`src/rtl/pattern_serializer.sv`:
```
// rtl/pattern_serializer.sv - parallel-load, LSB-first serial pattern source with loop and abort
module pattern_serializer #(
  parameter int WIDTH = 24
) (
  input  logic                     clk,
  input  logic                     rst,
  input  logic                     ena,
  input  logic                     load,
  input  logic [WIDTH-1:0]         pattern,
  input  logic                     start,
  input  logic                     loop,
  input  logic                     abort,
  output logic                     sig_out,
  output logic                     valid,
  output logic                     busy,
  output logic                     done,
  output logic [$clog2(WIDTH)-1:0] bit_idx
);

  localparam int IDX_W = $clog2(WIDTH);
  localparam logic [IDX_W-1:0] LAST_IDX = IDX_W'(WIDTH - 1);

  typedef enum logic [1:0] {
    IDLE  = 2'd0,
    READY = 2'd1,
    SHIFT = 2'd2
  } state_t;

  state_t             state_q, state_d;
  logic [WIDTH-1:0]   pat_q, pat_d;
  logic [IDX_W-1:0]   idx_q, idx_d;
  logic               sig_q, sig_d;
  logic               done_q, done_d;

  // Next state and the outputs that will be shown during the following cycle.
  // Outputs are computed from the next state so they come straight off flops.
  always_comb begin
    state_d = state_q;
    pat_d   = pat_q;
    idx_d   = idx_q;
    sig_d   = sig_q;
    done_d  = done_q;
    if (ena) begin
      idx_d  = '0;
      sig_d  = 1'b0;
      done_d = 1'b0;
      unique case (state_q)
        IDLE: begin
          if (load) begin
            pat_d   = pattern;
            state_d = start ? SHIFT : READY;
          end
        end
        READY: begin
          if (load) begin
            pat_d = pattern;
          end
          if (start) begin
            state_d = SHIFT;
          end
        end
        SHIFT: begin
          if (abort) begin
            state_d = READY;
          end else if (idx_q == LAST_IDX) begin
            // Looping restarts at bit 0 (idx_d default) with no gap.
            if (!loop) begin
              state_d = READY;
            end
          end else begin
            idx_d = idx_q + 1'b1;
          end
        end
        default: state_d = IDLE;
      endcase
      if (state_d == SHIFT) begin
        sig_d  = pat_d[idx_d];
        done_d = (idx_d == LAST_IDX);
      end
    end
  end

  // State, shadow pattern and output registers; ena low holds everything.
  always_ff @(posedge clk) begin
    if (!rst) begin
      state_q <= IDLE;
      pat_q   <= '0;
      idx_q   <= '0;
      sig_q   <= 1'b0;
      done_q  <= 1'b0;
    end else begin
      state_q <= state_d;
      pat_q   <= pat_d;
      idx_q   <= idx_d;
      sig_q   <= sig_d;
      done_q  <= done_d;
    end
  end

  assign sig_out = sig_q;
  assign valid   = (state_q == SHIFT);
  assign busy    = (state_q == SHIFT);
  assign done    = done_q;
  assign bit_idx = idx_q;

endmodule
```
`config.mk`:
```
export PLATFORM = sky130hd
export DESIGN_NAME = pattern_serializer
export DESIGN_NICKNAME = d
export VERILOG_FILES = /design/src/rtl/pattern_serializer.sv
export SDC_FILE = /design/constraint.sdc
export NUM_CORES = 1
export LEC_CHECK = 0
export BUFFER_PORTS_ARGS = -buffer_cell sky130_fd_sc_hd__buf_2
export CORE_MARGIN = 2
export CORE_UTILIZATION = 51
export CTS_CLUSTER_SIZE = 24
export DETAILED_ROUTE_END_ITERATION = 7
export GPL_TIMING_DRIVEN = 1
export PLACE_DENSITY_LB_ADDON = 0.05
export SLEW_MARGIN = 20
export SYNTH_ARGS = -nofsm -noshare
export SYNTH_HDL_FRONTEND = slang
export SYNTH_SLANG_ARGS = --single-unit
```
`constraint.sdc`:
```
create_clock -name clk -period 3.1 [get_ports clk]
set_input_delay 0.155 -clock clk [delete_from_list [all_inputs] [get_ports clk]]
set_output_delay 0.155 -clock clk [all_outputs]
set_load 0.03 [all_outputs]
```
==> impl_metrics.toml <==
[yosys]
yosysSeqAreaShare = 0.3710
synth_edf_count = 0
yosysWarnings = 0
synth_top_area_share = 0.3710
ys.flop_type = "dfxtp_1"
synth_area_um2 = 1780
syn_nets = 260
yosysMostFrequentCell = "nand2_1"
async_flop_share = 0
synth.area.top_cells = "dfxtp_1 (37%), nand2_1 (11%), a21oi_1 (8.2%)"
syn_inst = 228
synth_common_cells = "nand2_1 (52), dfxtp_1 (33), a21oi_1 (29)"
avgSynthCellArea_um2 = 7.809
synth_cell_types = 43
yosysTopAreaCell = "dfxtp_1"
synth_seq_cells = 33

[sta]
timing.final.hold_violations = 0
tns_ps = 0
fin_crit_ps = 2442
worst_pin_slew_ps = 635.5
setup_viol = 0
finalWorstSetupSlack_ps = 658.4
grt_setup_unrepaired = "no"
finalCritPeriodShare = 0.7876
slew_viol_final = 0
fin_worst_hold_slack_ps = 32.71
fin_worst_skew_ps = 5.988
fmax_mhz = 409.6
slew_headroom = 0.5759

[setup_path]
path_cells = "ha_1, and4b_1, nor2_2, mux4_2, a21oi_1, o21ai_1, a41o_1"
end_kind = "register"
path_class = "reg2reg"
slowest_stage = "nor2_2"
path_max_fanout = 13
cp.required_ps = 3350
slowest_delay_ps = 500
path_delay_family = "simple AND/OR/NAND/NOR gates"
cp-start-kind = "register"
arrival_ps = 2690
path_buf_inv = 0

[cts]
clk_pin_slew_worst_paths_ps = 100
htreeDepth = 2
cts.path.max_buffers = 2
tritoncts = "yes"
postCtsSetupBuffers = 0
root_buffer = "clkbuf_4"
cts_buffers = 5
clock_latency_ps = 350
cts.repair.resized = 0
ctsHoldBuffers = 0
cts_num_sinks = 33

[place]
dp_worst_setup_slack_ps = 678.8
portBuffers = 39
place_area_um2 = 1987
gp_congestion = 0.8177
hpwlAfterDp_um = 2997

[power_and_ir_drop]
vdd_drop_max_uv = 262.0
leakage_uw = 0.0008629
total_power_uw = 925.7
p_int_uw = 690.4
p_switching_uw = 235.2
seq_power_share = 0.491
swShare = 0.2541
power_density_nw_per_um2 = 446.8
clockPowerShare = 0.369
pwr-share-comb = 0.140

[global_route]
grt_usage = 0.2313
grt_pass1_vias = 1545
grt_pass1_wl_um = 7238
antenna_found_initial = 0
overflow = 0
grt_max_degree = 34

[floorplan]
dieArea_um2 = 3980
die_w_um = 63.09
die_y_um = 63.09
start_util = 0.5336
io_pins = 40
fp-row-count = 21
coreArea_um2 = 3337

[flow_run]
maxCapViolations = 0

[drt]
dr.pass1.iters = 4
wl_per_cell_um = 13.70
wl_um = 4234
drc = 0
dr_total_vias = 1694
via_per_inst = 5.482
drtIter0Drc = 108
ant_nets = 0

[run_status]
outcome = "finished, final reports clean"

[cells_and_area]
design_area_um2 = 2072
regArea_um2 = 660.6
multi_input_area_um2 = 1036
area_delta_synth_final_pct = 16.37
n_antenna_cell = 0
layout.nets = 294
nFillCells = 357
drive_gt1_frac = 0.2167

[hold_path]
min_path_type = "in2reg"
## cells by family (layout without fill, tap and decap cells)
group / count (synthesis) / count (layout) / synth area share
mux: 19 / 19 / 0.1237
buf+inv: 19 / 54 / 0.04708
flops: 33 / 33 / 0.3710
simple gates: 99 / 99 / 0.2544
xor+xnor: 2 / 2 / 0.009840
fa+ha+maj: 1 / 1 / 0.007026
compound gates: 55 / 55 / 0.1869
## worst register-to-register path: cells and delay by family (launching register included)
kind                     cells  cell delay (ps)
AND/OR/NAND/NOR              2              760
AO/OA/AOI/OAI                3              440
multiplexers                 1              410
flip-flops                   1              400
adder cells (fa/ha/maj)      1              330
## sequential cells by signal (all words and copies together) (netlist names)
register / cells
state_q: 2
pat_q: 24
done: 1
sig_out: 1
bit_idx: 5
## power by group through the flow
| stage | logic [uW] | registers [uW] | clock network, uW |
|---|---|---|---|
| after global placement | 128 | 464 | 0 |
| final | 130 | 454 | 342 |
| after detailed placement | 130 | 464 | 0 |
| after CTS | 130 | 454 | 350 |
| after floorplan | 86.5 | 463 | 0 |
| after global routing | 145 | 457 | 366 |
## layer usage
layer  vias up  GRT usage  routed length (um)
li1        875          -                   -
met1       771     0.3028                2008
met2        43     0.3723                1960
met3         5    0.06429                 215
met4         0    0.06667                  50
met5         -          0                   0
## cells in the final DEF, fill, tap and decap left out, types with 3 or more instances in the layout
cell type  netlist  final
mux2i_1         13     13
clkbuf_4         0      5
mux2_2           3      3
dfxtp_1         33     33
nand2_1         52     52
nand3_1          5      5
a211oi_1         6      6
a21oi_1         29     29
o21ai_0          6      6
buf_2            4     39
buf_4            2      3
nor2_1          23     23
o211ai_1         3      3
inv_1            3      3
## cell type report
cell class / count / area share
inverters: 4 / 0.007246
multi-input cells: 176 / 0.5000
clock buffers: 7 / 0.02657
flip-flops and latches: 33 / 0.3188
clock inverters: 1 / 0.01449
repair buffers: 42 / 0.1051
well taps: 46 / 0.02778
## final timing paths
check | startpoint | to | slack (ps) | cells past startpoint
max reg2reg | bit_idx[0] | sig_out | 660 | 7
max | bit_idx[0] | sig_out | 660 | 7
min | pattern[10] | pat_q[10] | 30 | 3
min reg2reg | pat_q[18] | pat_q[18] | 460 | 2
## through the flow
step                        util  cells
after floorplan                -    228
after global placement    0.5954    301
after detailed placement  0.5954    301
after CTS                 0.6209    309
after global routing      0.6209    309
final                     0.6209    309
No activity file was read; power rests on OpenSTA's default activity.
